File: config.mk
export PLATFORM = sky130hd
export DESIGN_NAME = blender_panel_ctrl
export DESIGN_NICKNAME = d
export VERILOG_FILES = /design/src/rtl/blender_panel_ctrl.sv
export SDC_FILE = /design/constraint.sdc
export NUM_CORES = 1
export LEC_CHECK = 0
export BUFFER_PORTS_ARGS = -buffer_cell sky130_fd_sc_hd__buf_4
export CAP_MARGIN = 20
export CELL_PAD_IN_SITES_DETAIL_PLACEMENT = 1
export CELL_PAD_IN_SITES_GLOBAL_PLACEMENT = 1
export CORE_MARGIN = 2
export CORE_UTILIZATION = 42
export DETAILED_ROUTE_END_ITERATION = 6
export PLACE_DENSITY_LB_ADDON = 0.1
export SKIP_LAST_GASP = 1
export SYNTH_ARGS = -nofsm -noshare
export SYNTH_HDL_FRONTEND = slang
export SYNTH_SLANG_ARGS = --single-unit
File: constraint.sdc
create_clock -name clk -period 6.2 [get_ports clk]
set_clock_uncertainty 0.15 [all_clocks]
set_input_delay 0.62 -clock clk [delete_from_list [all_inputs] [get_ports clk]]
set_output_delay 0.62 -clock clk [all_outputs]
set_load 0.05 [all_outputs]
File: src/rtl/blender_panel_ctrl.sv
// Front-panel controller: debounced buttons, target speed, rate-limited ramp-up
// with immediate drop, and momentary pulse codes for the blender motor FSM.
module blender_panel_ctrl #(
  parameter int unsigned DEBOUNCE_CYCLES = 4,
  parameter int unsigned RAMP_INTERVAL   = 6,
  parameter int unsigned MAX_SPEED       = 28
) (
  input  logic       clk,
  input  logic       reset,
  input  logic       btn_up,
  input  logic       btn_down,
  input  logic       btn_stop,
  input  logic       btn_pulse,
  input  logic [1:0] pulse_level,
  output logic [4:0] mode,
  output logic [4:0] target,
  output logic       running,
  output logic       pulse_active
);

  localparam int unsigned CW = $clog2(DEBOUNCE_CYCLES + 1);
  localparam int unsigned RW = (RAMP_INTERVAL > 1) ? $clog2(RAMP_INTERVAL) : 1;
  localparam int unsigned NB = 4;
  localparam int unsigned B_UP    = 0;
  localparam int unsigned B_DOWN  = 1;
  localparam int unsigned B_STOP  = 2;
  localparam int unsigned B_PULSE = 3;
  localparam logic [4:0] MAXS = 5'(MAX_SPEED);

  typedef enum logic [1:0] {IDLE, RAMP, HOLD, PULSE} state_t;

  // ---------------- input synchronizers and debouncers ----------------
  logic [NB-1:0] raw, sync1, sync2, deb, ev;
  logic [CW-1:0] dcnt [NB];

  assign raw = {btn_pulse, btn_stop, btn_down, btn_up};

  always_ff @(posedge clk) begin
    if (reset) begin
      sync1 <= '0;
      sync2 <= '0;
      deb   <= '0;
      ev    <= '0;
      for (int unsigned i = 0; i < NB; i++) dcnt[i] <= '0;
    end else begin
      sync1 <= raw;
      sync2 <= sync1;
      ev    <= '0;
      for (int unsigned i = 0; i < NB; i++) begin
        if (sync2[i] != deb[i]) begin
          if (dcnt[i] == CW'(DEBOUNCE_CYCLES - 1)) begin
            deb[i]  <= sync2[i];
            ev[i]   <= sync2[i];
            dcnt[i] <= '0;
          end else begin
            dcnt[i] <= dcnt[i] + 1'b1;
          end
        end else begin
          dcnt[i] <= '0;
        end
      end
    end
  end

  logic ev_up, ev_down, ev_stop, ev_pulse;
  assign ev_up    = ev[B_UP];
  assign ev_down  = ev[B_DOWN];
  assign ev_stop  = ev[B_STOP];
  assign ev_pulse = ev[B_PULSE];

  // ---------------- control state ----------------
  state_t         state, state_next;
  logic [4:0]     cur, cur_next, target_next, mode_next;
  logic [RW-1:0]  ramp_cnt, ramp_next;
  logic [1:0]     plvl, plvl_next;
  logic           running_next, pulse_active_next;
  logic           pulse_start;

  assign pulse_start = ev_pulse && !ev_stop && (state != PULSE) && (pulse_level != 2'd0);

  always_ff @(posedge clk) begin
    if (reset) begin
      state        <= IDLE;
      target       <= '0;
      cur          <= '0;
      ramp_cnt     <= '0;
      plvl         <= '0;
      mode         <= '0;
      running      <= 1'b0;
      pulse_active <= 1'b0;
    end else begin
      state        <= state_next;
      target       <= target_next;
      cur          <= cur_next;
      ramp_cnt     <= ramp_next;
      plvl         <= plvl_next;
      mode         <= mode_next;
      running      <= running_next;
      pulse_active <= pulse_active_next;
    end
  end

  always_comb begin
    state_next = state;
    if (ev_stop) begin
      state_next = IDLE;
    end else if (pulse_start) begin
      state_next = PULSE;
    end else begin
      case (state)
        IDLE:    if (target != '0) state_next = RAMP;
        RAMP: begin
          if (target == '0)       state_next = IDLE;
          else if (cur == target) state_next = HOLD;
        end
        HOLD: begin
          if (target == '0)      state_next = IDLE;
          else if (target > cur) state_next = RAMP;
        end
        PULSE:   if (!deb[B_PULSE]) state_next = IDLE;
        default: state_next = IDLE;
      endcase
    end
  end

  // Drops compare against the next target so they land on the same edge as
  // the event; the ramp counts against the registered target.
  always_comb begin
    target_next = target;
    cur_next    = cur;
    ramp_next   = ramp_cnt;
    plvl_next   = plvl;

    if (ev_stop || pulse_start) begin
      target_next = '0;
    end else if (state != PULSE) begin
      if (ev_up && !ev_down)
        target_next = (target >= MAXS) ? MAXS : target + 5'd1;
      else if (ev_down && !ev_up)
        target_next = (target == '0) ? '0 : target - 5'd1;
    end

    if (ev_stop || pulse_start) begin
      cur_next  = '0;
      ramp_next = '0;
    end else if (cur > target_next) begin
      cur_next  = target_next;
      ramp_next = '0;
    end else if ((cur < target) && (cur < target_next)) begin
      if (ramp_cnt == RW'(RAMP_INTERVAL - 1)) begin
        cur_next  = cur + 5'd1;
        ramp_next = '0;
      end else begin
        ramp_next = ramp_cnt + 1'b1;
      end
    end else begin
      ramp_next = '0;
    end

    if (pulse_start) plvl_next = pulse_level;
  end

  // Outputs are registered from next-state values so mode follows an event by one clock.
  always_comb begin
    mode_next = '0;
    case (state_next)
      IDLE:       mode_next = '0;
      RAMP, HOLD: mode_next = cur_next;
      PULSE:      mode_next = 5'd28 + {3'b000, plvl_next};
      default:    mode_next = '0;
    endcase
    running_next      = (mode_next != '0);
    pulse_active_next = (state_next == PULSE);
  end

endmodule

==> After elaboration in Yosys (flattened, before gate mapping) <==
Memories as Yosys holds them, arrays and structs flattened.
Index checks and enable logic that the tools add are counted.
{ "totals": {"elab_cells": 176, "memories": 1, "regBits": 40, "mem_bits_rw": 12} }
{ "op_classes": {"order_cmp": 5, "muxes": 79, "add_sub_neg": 9, "eq_ne": 17, "reduce_logical": 26, "bitwise_logic": 21} }
{ "mem_list": {"columns": ["memory", "depth", "width", "rd", "rd_ports_with_merged_regs", "write_ports", "line_no", "source"], "rows": [
  ["dcnt", 4, 3, 4, 0, 4, "34", "logic [CW-1:0] dcnt [NB];"]
]} }
{ "ops": {"columns": ["operator", "count"], "rows": [
  ["two-way mux 5 bit", 10],
  ["two-way mux 1 bit", 46],
  ["two-way mux 3 bit", 12],
  ["two-way mux 2 bit", 9],
  ["adder 3 x 1 -> 3 bit (second input constant)", 5],
  ["one-hot mux 5 bit (3 select lines)", 1],
  ["== test 3 x 2 -> 1 bit (second input constant)", 4],
  ["bitwise OR 1 bit", 12],
  ["OR reduction 3 bit", 4],
  ["adder 5 x 1 -> 5 bit (second input constant)", 2],
  ["greater-than comparator 5 bit", 2],
  ["< comparator 5 bit", 2],
  ["nonzero test 5 bit", 2],
  ["NOT 1 bit", 9],
  ["== test 2 bit (second input constant)", 4],
  ["one-hot mux 2 bit (4 select lines)", 1],
  ["AND reduction 2 bit", 4],
  ["logical AND 1 bit", 6],
  ["== test 5 bit", 1],
  [">= comparator 5 bit (second input constant)", 1],
  ["zero test 5 bit", 1],
  ["OR reduction 5 bit", 1],
  ["subtractor 5 x 1 -> 5 bit (second input constant)", 1],
  ["adder 3 x 3 -> 4 bit (first input constant)", 1],
  ["other kinds (9)", 16]
]} }

==> Depth between registers and ports, before layout <==
Gate-level depths: netlist (run 1).
{ "logic_depth": {"depth_word": 13, "ltp_mapped": 15, "ltp_nobuf": 14} }

==> Worst setup path before layout (run 1) <==
No wires, ideal clock.
{ "synth_path": {"path_type": "register -> register", "start": "reg target[0]", "end": "reg running", "stages_incl_launch_ff": 15, "path_slack_ps": 2585, "setup_time_ps": 77, "path_buffers": 0, "t_arrival_ps": 3388, "cell_sequence": "dfxtp_1 -> inv_1 -> ha_1 -> nor4b_4 -> o32a_1 -> o221ai_2 -> nand2_1 -> ha_1 -> nand4_1 -> or2_1 -> o21ai_1 -> nand2_1 -> a32oi_1 -> a21oi_1 -> a41oi_2"} }
{ "synth_via": {"elab_chain_cells": 13, "word_cells_on_any_way": 35, "classes_between": "2 x add/sub; 5 x order compare; 4 x eq/ne; 18 x mux; 6 x reduce/logical"} }
{ "synth_lines": {"columns": ["element", "line_no", "source"], "rows": [
  ["start: declaration", "16", "output logic [4:0] target,"],
  ["start signal: assignment", "93", "target <= target_next;"],
  ["subtractor 5 x 1 -> 5 bit or zero test 5 bit (tied branches)", "140, 113, 117", null],
  ["two-way mux 5 bit", "140", "target_next = (target == '0) ? '0 : target - 5'd1;"],
  ["two-way mux 5 bit", "139", "else if (ev_down && !ev_up)"],
  ["two-way mux 5 bit", "137", "if (ev_up && !ev_down)"],
  ["two-way mux 5 bit", "136", "end else if (state != PULSE) begin"],
  ["two-way mux 5 bit", "134", "if (ev_stop || pulse_start) begin"],
  ["< comparator 5 bit", "149", "end else if ((cur < target) && (cur < target_next)) begin"],
  ["logical AND 1 bit", "149", null],
  ["two-way mux 5 bit", "149", null],
  ["two-way mux 5 bit", "146", "end else if (cur > target_next) begin"],
  ["two-way mux 5 bit", "143", "if (ev_stop || pulse_start) begin"],
  ["one-hot mux 5 bit (3 select lines) (*)", "166", "case (state_next)"],
  ["nonzero test 5 bit (*)", "172", "running_next = (mode_next != '0);"],
  ["end signal: assignment", "98", "running <= running_next;"],
  ["end: declaration", "17", "output logic running,"]
]} }
Every way passes the cells marked *; elsewhere a longest branch is shown, timed or not.
A chain may end at the register's enable or synchronous reset.

==> Worst setup path after layout (run 1) <==
Ends and elaborated chain as after synthesis.

==> flow_metrics.env, run 1 <==
export IMPL_yosys_top_cells_count="40 x dfxtp_1, 39 x nor2_1, 26 x ha_1, 22 x inv_1"
export IMPL_synth_top_cells_by_area="dfxtp_1 28%, edfxtp_1 13%, ha_1 11%"
export IMPL_portBuffers=19
export IMPL_yosys_warnings=0
export IMPL_track_usage_pct=17.8
export IMPL_setup_tns_ns=0
export IMPL_min_path_type="reg -> reg"
export IMPL_drtPass1Iterations=4
export IMPL_die_w_um=86.3
export IMPL_cts_root_buf="clkbuf_8"
export IMPL_insertion_delay_ns=0.30
export IMPL_routedWlPerCell_um=15.1
export IMPL_drv_slew=0
export IMPL_tightest_slew_ns=0.758
export IMPL_powerDensity_nw_per_um2=256
export IMPL_hold_viol_final=0
export IMPL_cts_buffers=5
export IMPL_period_needed_ns=4.02
export IMPL_ir_drop_v=0.000125
export IMPL_route_detailed_drc=0
export IMPL_area_delta_synth_final_pct=11.1
export IMPL_ys_seq_elements=52
export IMPL_endpoint_kind="register"
export IMPL_cts_hold_buf=0
export IMPL_dp_cells=392
export IMPL_nets=353
export IMPL_crit_fanout=10
export IMPL_relSlewSlack_pct=49.0
export IMPL_cts_tree="built"
export IMPL_cts_clk_slew_worst_paths_ns=0.10
export IMPL_outcome="complete, no violations"
export IMPL_cts_sinks=52
export IMPL_async_flop_share_pct=0
export IMPL_setup_viol=0
export IMPL_ys_seq_area_share_pct=40.8
export IMPL_yosysTopAreaCell="dfxtp_1"
export IMPL_grt_max_degree=36
export IMPL_synthDominantCellAreaShare_pct=28.1
export IMPL_core_region_area_sq_um=6680
export IMPL_rows=30
export IMPL_cts_resized_gates=0
export IMPL_finish_utilization_pct=47.3
export IMPL_multi_input_area_sq_um=1590
export IMPL_die_area_sq_um=7450
export IMPL_p_leak_uw=0.00128
export IMPL_gr_total_overflow=0
export IMPL_nFillCells=761
export IMPL_drt_wl_total_um=6060
export IMPL_die_h_um=86.3
export IMPL_synth_cells=291
export IMPL_min_period_over_period_pct=64.8
export IMPL_rsz0062_at_grt="false"
export IMPL_htreeDepth=2
export IMPL_initial_core_util_pct=42.6
export IMPL_clock_fmax_mhz=249
export IMPL_worstPathArrival_ns=4.10
export IMPL_cts_setup_buffers=0
export IMPL_crit_required_ns=6.29
export IMPL_instances_no_fill=400
export IMPL_synth_main_ff_cell="dfxtp_1"
export IMPL_antenna_found_initial=0
export IMPL_worstSetupPathType="reg -> reg"
export IMPL_grt_pass1_vias=2142
export IMPL_synth_area_sq_um=2850
export IMPL_regArea_sq_um=1160
export IMPL_maxCapViolCount=0
export IMPL_viasPerCell=5.40
export IMPL_grt_pass1_wl_um=10600
export IMPL_io_pins=20
export IMPL_antenna_cells=0
export IMPL_ant_nets=0
export IMPL_drt_iter0_markers=62
export IMPL_dpl_instance_area_sq_um=3070
export IMPL_clockBufferDepth=2
export IMPL_setup_worst_path_start_class="register"
export IMPL_synth_edff_count=12
export IMPL_layout_drive_gt1_share_pct=15.9
export IMPL_postLayoutCellArea_sq_um=3160
export IMPL_num_vias=2159
export IMPL_dpl_hpwl_um=4580
export IMPL_synth_most_common_cell="dfxtp_1"
export IMPL_postSynthAreaPerCell_sq_um=9.79
export IMPL_gp_congestion=0.864
export IMPL_yosys_cell_types_count=65
-- area by class of cell --
cell class,instances,area share [%]
flip-flops and latches,52,36.7
repair buffers,19,4.51
inverters,22,2.61
clock buffers,6,2.29
clock inverters,2,0.514
multi-input cells,219,50.2
well taps,80,3.16
-- worst paths after layout --
path | to | start | cells after the start | slack (ns)
max reg2reg | running$_SDFF_PP0_ | target[0]$_SDFF_PP0_ | 14 | 2.18
min reg2reg | sync2[0]$_SDFF_PP0_ | sync1[0]$_SDFF_PP0_ | 1 | 0.30
max | running$_SDFF_PP0_ | target[0]$_SDFF_PP0_ | 14 | 2.18
min | sync2[0]$_SDFF_PP0_ | sync1[0]$_SDFF_PP0_ | 1 | 0.30
-- metal layers --
layer	share of wire, %	up-vias	track usage, %	routed length [um]
li1	-	1082	-	-
met1	50	1044	24.7	3050
met2	46	28	29.0	2800
met3	2.4	5	2.95	148
met4	0.94	0	4.12	57
met5	0	-	0	0
-- per-stage QoR --
stage	hold WS [ns]	setup slack (ns)	power, uW
floorplan	0.264	2.58	562
global placement	0.269	2.31	617
detailed placement	0.275	2.24	621
CTS	0.300	2.22	817
global route	0.316	1.74	870
finish	0.296	2.18	809
-- sequential cells by signal, summed over array words and instances (netlist names) --
name,cells
cur,5
dcnt,12
deb,4
ev,4
mode,5
plvl,2
pulse_active,1
ramp_cnt,3
running,1
state,2
sync1,4
sync2,4
target,5
-- power breakdown --
group	switching (uW)	internal, uW
clock	113	80.6
combinational	146	84.9
sequential	19.0	365
total	278	531
-- cell usage in the layout, fill, tap and decap left out, drive strengths merged, types with 2 or more instances in the layout --
cell	Yosys	final
nor4bb	4	4
mux2i	6	6
or3	5	5
a31oi	4	4
nor2	39	39
nand2	15	15
o31ai	5	5
dfxtp	40	40
ha	26	26
and3	2	2
clkbuf	3	6
edfxtp	12	12
xnor2	6	6
o211ai	5	5
a22oi	2	2
inv	22	22
o21ai	9	9
nor3	2	2
nor4	2	2
a21oi	14	14
buf	6	19
and2	3	3
nor4b	3	3
nand3	5	5
nand4	7	7
a21o	2	2
conb	1	12
a41oi	2	2
or2	3	3
nor2b	14	14
-- cells by family after synthesis --
family / after synthesis / share of synthesized area (%)
AOI/OAI and AO/OA: 58 / 15.9
muxes: 6 / 2.11
DFF: 52 / 40.8
xor gates and xnor gates: 7 / 2.15
adders and majority gates: 26 / 11.4
and+or+nand+nor: 110 / 22.5
buffers and inverters: 31 / 4.92
other: 1 / 0.132
-- worst max-delay path, cell delays in order (launching register included) --
cell and delay, ns:
dfxtp_1 0.53, inv_1 0.11, ha_1 0.25, nor4b_4 0.17, o32a_1 0.38, o221ai_2 0.28, nand2_1 0.13, ha_1 0.30
nand4_1 0.11, o21ai_1 0.12, o21ai_1 0.48, nand2_1 0.21, a32oi_1 0.38, a21oi_1 0.14, a41oi_2 0.19
Note: power is estimated with default switching activity, not from simulation.
==> run 2: changes to the inputs <==
--- a/config.mk
+++ b/config.mk
@@ -5,6 +5,7 @@
 export SDC_FILE = /design/constraint.sdc
 export NUM_CORES = 1
 export LEC_CHECK = 0
+export ABC_AREA = 1
 export BUFFER_PORTS_ARGS = -buffer_cell sky130_fd_sc_hd__buf_4
 export CAP_MARGIN = 20
 export CELL_PAD_IN_SITES_DETAIL_PLACEMENT = 1
==> constraint.sdc (replaced) <==
create_clock -name clk -period 4.21 [get_ports clk]
set_clock_uncertainty 0.15 [all_clocks]
set_input_delay 0.421 -clock clk [delete_from_list [all_inputs] [get_ports clk]]
set_output_delay 0.421 -clock clk [all_outputs]
set_load 0.05 [all_outputs]
==> run 2 against run 1 <==
  * Design area up 2.2%
  * Core utilization is 1.0 points higher
  * Die area grew 0.38%
  * Flip-flop and latch count is the same
  * Synthesized cell count is 32% higher
  * Total power is 69% higher
  * Non-clock buffer count did not move
  * Sequential power is 50% higher
  * Cell count grew 24%
  * Hold slack worse by 0.14 ns
  * Via count grew 12%
==> flow_metrics.env, run 2 <==
export IMPL_power_internal_uw=864
export IMPL_maxCapViolCount=0
export IMPL_die_area_sq_um=7480
export IMPL_drt_wl_total_um=6300
export IMPL_most_common_layout_cells="93 x nand2_1, 56 x inv_1, 54 x nor2_1, 40 x dfxtp_1, 28 x nand3_1"
export IMPL_nFillCells=878
export IMPL_hp_start="btn_down"
export IMPL_wl_met3_um=163
export IMPL_cts_resized_gates=0
export IMPL_ys_seq_elements=52
export IMPL_viasPerCell=4.88
export IMPL_r2r_cells=25
export IMPL_largest_register="dcnt"
export IMPL_p_leak_uw=0.00162
export IMPL_reg2reg_setup_slack_ns=0.91
export IMPL_synth_top_cells_by_area="dfxtp_1 28%, edfxtp_1 13%, nand2_1 12%"
export IMPL_track_usage_pct=18.3
export IMPL_grt_max_degree=32
export IMPL_rows=30
export IMPL_instances_no_fill=497
export IMPL_cp_slowest_cell="dfxtp_1"
export IMPL_synth_edff_count=12
export IMPL_io_pins=20
export IMPL_setup_viol=0
export IMPL_num_vias=2427
export IMPL_hold_viol_final=0
export IMPL_power_switching_uw=502
export IMPL_min_path_type="in -> reg"
export IMPL_die_h_um=86.5
export IMPL_clock_fmax_mhz=303
export IMPL_cts_buffers=5
export IMPL_cts_hold_buf=0
export IMPL_async_flop_share_pct=0
export IMPL_antenna_cells=0
export IMPL_drtPass1Iterations=4
export IMPL_ir_drop_v=0.000229
export IMPL_yosys_top_cells_count="93 x nand2_1, 56 x inv_1, 54 x nor2_1, 40 x dfxtp_1, 28 x nand3_1"
export IMPL_endpoint_kind="register"
export IMPL_area_delta_synth_final_pct=13.0
export IMPL_wl_met1_um=3000
export IMPL_cts_root_buf="clkbuf_8"
export IMPL_synthDominantCellAreaShare_pct=28.0
export IMPL_holdPathStages=3
export IMPL_ant_nets=0
export IMPL_synth_most_common_cell="nand2_1"
export IMPL_p_sw_share_pct=36.8
export IMPL_grt_pass1_vias=2469
export IMPL_cts_clk_slew_worst_paths_ns=0.09
export IMPL_drv_slew=0
export IMPL_min_to="sync1[1]$_SDFF_PP0_"
export IMPL_initial_core_util_pct=42.8
export IMPL_yosys_warnings=0
export IMPL_cts_tree="built"
export IMPL_synth_main_ff_cell="dfxtp_1"
export IMPL_gp_congestion=0.810
export IMPL_cts_setup_buffers=0
export IMPL_gr_total_overflow=0
export IMPL_postSynthAreaPerCell_sq_um=7.45
export IMPL_htreeDepth=2
export IMPL_ys_seq_area_share_pct=40.6
export IMPL_crit_required_ns=4.26
export IMPL_clockBufferDepth=2
export IMPL_drt_iter0_markers=50
export IMPL_cp_num_buf_inv=2
export IMPL_largest_reg_flops=12
export IMPL_insertion_delay_ns=0.31
export IMPL_timing_rr_end="running$_SDFF_PP0_"
export IMPL_slowest_delay_ns=0.37
export IMPL_crit_fanout=6
export IMPL_routedWlPerCell_um=12.7
export IMPL_synth_area_sq_um=2860
export IMPL_core_region_area_sq_um=6680
export IMPL_worstPathArrival_ns=3.34
export IMPL_min_period_over_period_pct=78.3
export IMPL_nets=450
export IMPL_outcome="complete, no violations"
export IMPL_worst_path_most_repeated_cell="nand2_1"
export IMPL_yosysTopAreaCell="dfxtp_1"
export IMPL_layout_drive_gt1_share_pct=12.7
export IMPL_grt_pass1_wl_um=10800
export IMPL_critPathTopFamily="simple AND/OR/NAND/NOR gates"
export IMPL_synth_cells=384
export IMPL_dpl_hpwl_um=5090
export IMPL_yosys_cell_types_count=29
export IMPL_cts_sinks=52
export IMPL_powerDensity_nw_per_um2=423
export IMPL_worstSetupPathType="reg -> reg"
export IMPL_seqPwrFrac_pct=42.2
export IMPL_rsz0062_at_grt="false"
export IMPL_combPwrFrac_pct=32.2
export IMPL_antenna_found_initial=0
export IMPL_met2WireLength_um=3040
export IMPL_highest_layer="met4"
export IMPL_r2r_start="target[0]$_SDFF_PP0_"
export IMPL_dp_cells=489
export IMPL_die_w_um=86.5
export IMPL_p_clk_share_pct=25.6
export IMPL_route_detailed_drc=0
export IMPL_setup_worst_path_start_class="register"
export IMPL_period_needed_ns=3.30
export IMPL_final_common_cell="nand2_1"
export IMPL_setup_tns_ns=0
export IMPL_portBuffers=19
## run 2: cell count changes in the layout (fill, tap and decap cells not counted), sizes merged, moves of 5 or more
cell | before | now
nand2 | 15 | 100
or3 | 5 | 0
mux2i | 6 | 0
a21oi | 14 | 8
nand3 | 5 | 31
nor2 | 39 | 57
o31ai | 5 | 0
o21ai | 9 | 16
nor2b | 14 | 0
or2 | 3 | 8
inv | 22 | 62
## run 2: cell type report
type                    instances  area, sq um  share of cell area (%)
well taps                      80          100                    3.10
multi-input cells             277         1480                    45.9
clock inverters                 3         46.3                    1.43
clock buffers                   5         68.8                    2.13
inverters                      61          229                    7.08
repair buffers                 19          143                    4.41
flip-flops and latches         52         1160                    35.9
## run 2: per-stage QoR
stage               worst slack (ns)  util, %  hold slack [ns]  area [sq um]  total power (uW)
finish                         0.912     48.4            0.151          3230              1370
global route                   0.549     48.4            0.159          3230              1470
CTS                            0.921     48.4            0.151          3230              1380
detailed placement             0.944     46.6            0.249          3120              1030
global placement               0.966     46.6            0.240          3120              1020
floorplan                       1.02        -            0.238          2900               909
## run 2: worst max path at each step
stage,startpoint,to,slack [ns],cells past startpoint
5_1_grt,target[0]$_SDFF_PP0_,running$_SDFF_PP0_,0.55,25
2_1_floorplan,target[0]$_SDFF_PP0_,running$_SDFF_PP0_,1.02,25
3_5_place_dp,target[0]$_SDFF_PP0_,running$_SDFF_PP0_,0.94,25
4_1_cts,target[0]$_SDFF_PP0_,running$_SDFF_PP0_,0.92,25
6_report,target[0]$_SDFF_PP0_,running$_SDFF_PP0_,0.91,25
3_3_place_gp,pulse_level[1],running$_SDFF_PP0_,0.97,19
## run 2: logic make-up (layout without fill, tap and decap cells)
family / count (synthesis) / count (layout) / share of synthesized area [%]
DFF: 52 / 52 / 40.6
other: 1 / 12 / 0.131
AOI/OAI and AO/OA: 26 / 26 / 4.68
xor gates and xnor gates: 6 / 6 / 1.84
buffers and inverters: 66 / 88 / 8.93
adders and majority gates: 26 / 26 / 11.4
and+or+nand+nor: 207 / 207 / 32.4
## run 2: worst reg2reg max path: stages (launching register included)
cell	delay, ns
dfxtp_1	0.37
inv_1	0.19
ha_1	0.18
inv_1	0.04
nor2_1	0.15
nand3_2	0.13
nand3_1	0.11
nand2_1	0.05
nand2_1	0.08
nand2_1	0.07
nand2_2	0.11
ha_1	0.25
nand2_1	0.08
nor2_1	0.06
nand2_1	0.07
nand3_1	0.09
nor2_1	0.31
nand2_1	0.10
nand2_1	0.09
nand2_1	0.07
nand3_1	0.09
nand2_1	0.06
nand2_1	0.08
nand3_1	0.07
nor2_1	0.11
nor2_1	0.05
## run 2: power by group through the flow
stage | clock network (uW) | logic, uW | registers [uW]
after global routing | 380 | 513 | 581
after CTS | 360 | 443 | 577
after detailed placement | 0 | 440 | 588
after floorplan | 0 | 327 | 581
after global placement | 0 | 433 | 588
final | 350 | 440 | 577
## run 2: metal layers
metal  track usage [%]  up-vias
li1                  -     1257
met1              23.2     1134
met2              31.4       29
met3              3.52        7
met4              5.68        0
met5                 0        -
==> run 3: changes to the inputs <==
--- a/config.mk
+++ b/config.mk
@@ -5,7 +5,7 @@
 export SDC_FILE = /design/constraint.sdc
 export NUM_CORES = 1
 export LEC_CHECK = 0
-export ABC_AREA = 1
+export ABC_AREA = 0
 export BUFFER_PORTS_ARGS = -buffer_cell sky130_fd_sc_hd__buf_4
 export CAP_MARGIN = 20
 export CELL_PAD_IN_SITES_DETAIL_PLACEMENT = 1
==> constraint.sdc (replaced) <==
create_clock -name clk -period 2.9 [get_ports clk]
set_clock_uncertainty 0.15 [all_clocks]
set_input_delay 0.29 -clock clk [delete_from_list [all_inputs] [get_ports clk]]
set_output_delay 0.29 -clock clk [all_outputs]
set_load 0.05 [all_outputs]
==> run 3 against run 2 <==
  * The run now ends with setup timing left
  * Worst setup slack got worse by 1.3 ns
  * Global-route usage is 3.9 points higher
  * Critical path depth fell by 11
  * Core utilization rose by 12 points
  * Count of clock-buffer cells in the layout did not move
  * Combinational power grew to 2.7 times the previous value
  * Register-to-register slack got worse by 1.3 ns
  * Largest power group is now combinational cells
  * Maximum frequency is 0.22% lower
  * Sequential share of layout area shrank 6.7 points
  * First-iteration DRC count up 34%
  * Via count is 1.4% higher
==> flow_metrics.env, run 3 (synthesis results as in run 1) <==
export IMPL_grt_max_degree=36
export IMPL_p_leak_uw=0.00169
export IMPL_cts_root_buf="clkbuf_8"
export IMPL_slowest_delay_ns=0.39
export IMPL_clock_fmax_mhz=303
export IMPL_initial_core_util_pct=42.6
export IMPL_wl_met3_um=205
export IMPL_power_switching_uw=896
export IMPL_cts_sinks=52
export IMPL_num_vias=2461
export IMPL_antenna_cells=0
export IMPL_route_detailed_drc=0
export IMPL_rsz0062_at_grt="true"
export IMPL_dpl_hpwl_um=5900
export IMPL_dpl_instance_area_sq_um=3600
export IMPL_min_period_over_period_pct=114
export IMPL_min_path_type="in -> reg"
export IMPL_outcome="finished with violations"
export IMPL_die_h_um=86.3
export IMPL_crit_fanout=5
export IMPL_nFillCells=745
export IMPL_seqPwrFrac_pct=32.2
export IMPL_setup_worst_path_start_class="register"
export IMPL_die_w_um=86.3
export IMPL_crit_chain="inv_4, ha_4, nor4b_4, o32a_1, o221ai_2, nand2_1, ha_1, nand4_1, o21a_1, nand2_2, nor4_4, xor2_1, a41oi_2, a41oi_2"
export IMPL_layout_drive_gt1_share_pct=40.5
export IMPL_p_clk_share_pct=20.7
export IMPL_largest_reg_flops=12
export IMPL_drtPass1Iterations=4
export IMPL_worstPathArrival_ns=3.40
export IMPL_htreeDepth=2
export IMPL_critPathTopFamily="compound AO/OA/AOI/OAI gates"
export IMPL_maxCapViolCount=0
export IMPL_p_sw_share_pct=35.7
export IMPL_drt_wl_total_um=8130
export IMPL_highest_layer="met4"
export IMPL_grt_pass1_wl_um=12800
export IMPL_antenna_found_initial=0
export IMPL_powerDensity_nw_per_um2=622
export IMPL_largest_register="dcnt"
export IMPL_violations="setup timing"
export IMPL_cts_hold_buf=0
export IMPL_drv_slew=0
export IMPL_final_common_cell="buf_4"
export IMPL_gp_congestion=0.905
export IMPL_dp_cells=447
export IMPL_crit_start="target[0]$_SDFF_PP0_"
export IMPL_met2WireLength_um=4290
export IMPL_r2r_start="target[0]$_SDFF_PP0_"
export IMPL_most_common_layout_cells="78 x buf_4, 38 x nor2_1, 33 x dfxtp_1, 21 x ha_1, 20 x inv_1"
export IMPL_nets=418
export IMPL_cp_slowest_cell="dfxtp_4"
export IMPL_regArea_sq_um=1180
export IMPL_cp_num_buf_inv=1
export IMPL_ir_drop_v=0.000321
export IMPL_ant_nets=0
export IMPL_area_delta_synth_final_pct=41.6
export IMPL_viasPerCell=5.29
export IMPL_worst_path_most_repeated_cell="a41oi_2"
export IMPL_track_usage_pct=22.1
export IMPL_postLayoutCellArea_sq_um=4030
export IMPL_multi_input_area_sq_um=1890
export IMPL_period_needed_ns=3.30
export IMPL_combPwrFrac_pct=47.1
export IMPL_grt_pass1_vias=2572
export IMPL_setup_viol=12
export IMPL_hold_viol_final=0
export IMPL_cts_tree="built"
export IMPL_cts_buffers=5
export IMPL_portBuffers=19
export IMPL_routedWlPerCell_um=17.5
export IMPL_clockBufferDepth=2
export IMPL_endpoint_kind="register"
export IMPL_io_pins=20
export IMPL_core_region_area_sq_um=6680
export IMPL_power_internal_uw=1610
export IMPL_instances_no_fill=465
export IMPL_wl_met1_um=3530
export IMPL_hp_start="btn_stop"
export IMPL_cts_clk_slew_worst_paths_ns=0.10
export IMPL_crit_required_ns=3.00
export IMPL_insertion_delay_ns=0.32
export IMPL_worst_slack_ns=-0.405
export IMPL_drt_iter0_markers=67
export IMPL_gr_total_overflow=0
export IMPL_die_area_sq_um=7450
export IMPL_rows=30
export IMPL_fin_worst_hold_slack_ns=0.0300
export IMPL_worstSetupPathType="reg -> reg"
-- run 3: cell types whose count changed in the layout (fill, tap and decap cells not counted), sizes merged, moves of 7 or more --
cell	delta
nor2	-18
inv	-40
nand2	-85
nand3	-26
o21ai	-7
nor2b	+14
buf	+65
-- run 3: timing repair --
action,in CTS,in global routing
pin swaps,17,13
buffers inserted,6,5
resized for setup,26,16
setup endpoints to repair,11,15
-- run 3: path summary, 6_finish.rpt --
kind	endpoint	slack [ns]	cells after the start
max	running$_SDFF_PP0_	-0.40	14
min	sync1[2]$_SDFF_PP0_	0.03	2
max reg2reg	running$_SDFF_PP0_	-0.40	14
min reg2reg	sync2[3]$_SDFF_PP0_	0.29	1
-- run 3: routing by layer --
layer	vias up	track usage [%]
met5	-	0
met1	1212	27.0
met2	26	40.1
met4	0	6.11
met3	11	3.62
li1	1212	-
-- run 3: cell type report --
class	count	share of cell area [%]
clock buffers	5	1.71
clock inverters	3	1.06
inverters	22	2.17
multi-input cells	219	46.9
flip-flops and latches	52	29.3
well taps	80	2.48
repair buffers	84	16.4
-- run 3: power groups by stage --
stage          clock [uW]  combinational, uW  sequential, uW
4_1_cts               525               1020             807
3_3_place_gp            0                780             821
2_1_floorplan           0                456             825
5_1_grt               552               1260             812
3_5_place_dp            0                815             823
6_report              520               1180             807
-- run 3: per-stage QoR --
| stage | setup slack, ns | TNS (ns) | total power (uW) | utilization, % |
|---|---|---|---|---|
| 4_1_cts | -0.240 | -1.53 | 2350 | 58.2 |
| 6_report | -0.405 | -3.38 | 2510 | 60.3 |
| 3_5_place_dp | -0.385 | -2.80 | 1640 | 53.9 |
| 2_1_floorplan | -0.155 | -0.302 | 1280 | - |
| 5_1_grt | -0.516 | -5.15 | 2620 | 60.3 |
| 3_3_place_gp | -0.245 | -1.42 | 1600 | 53.9 |
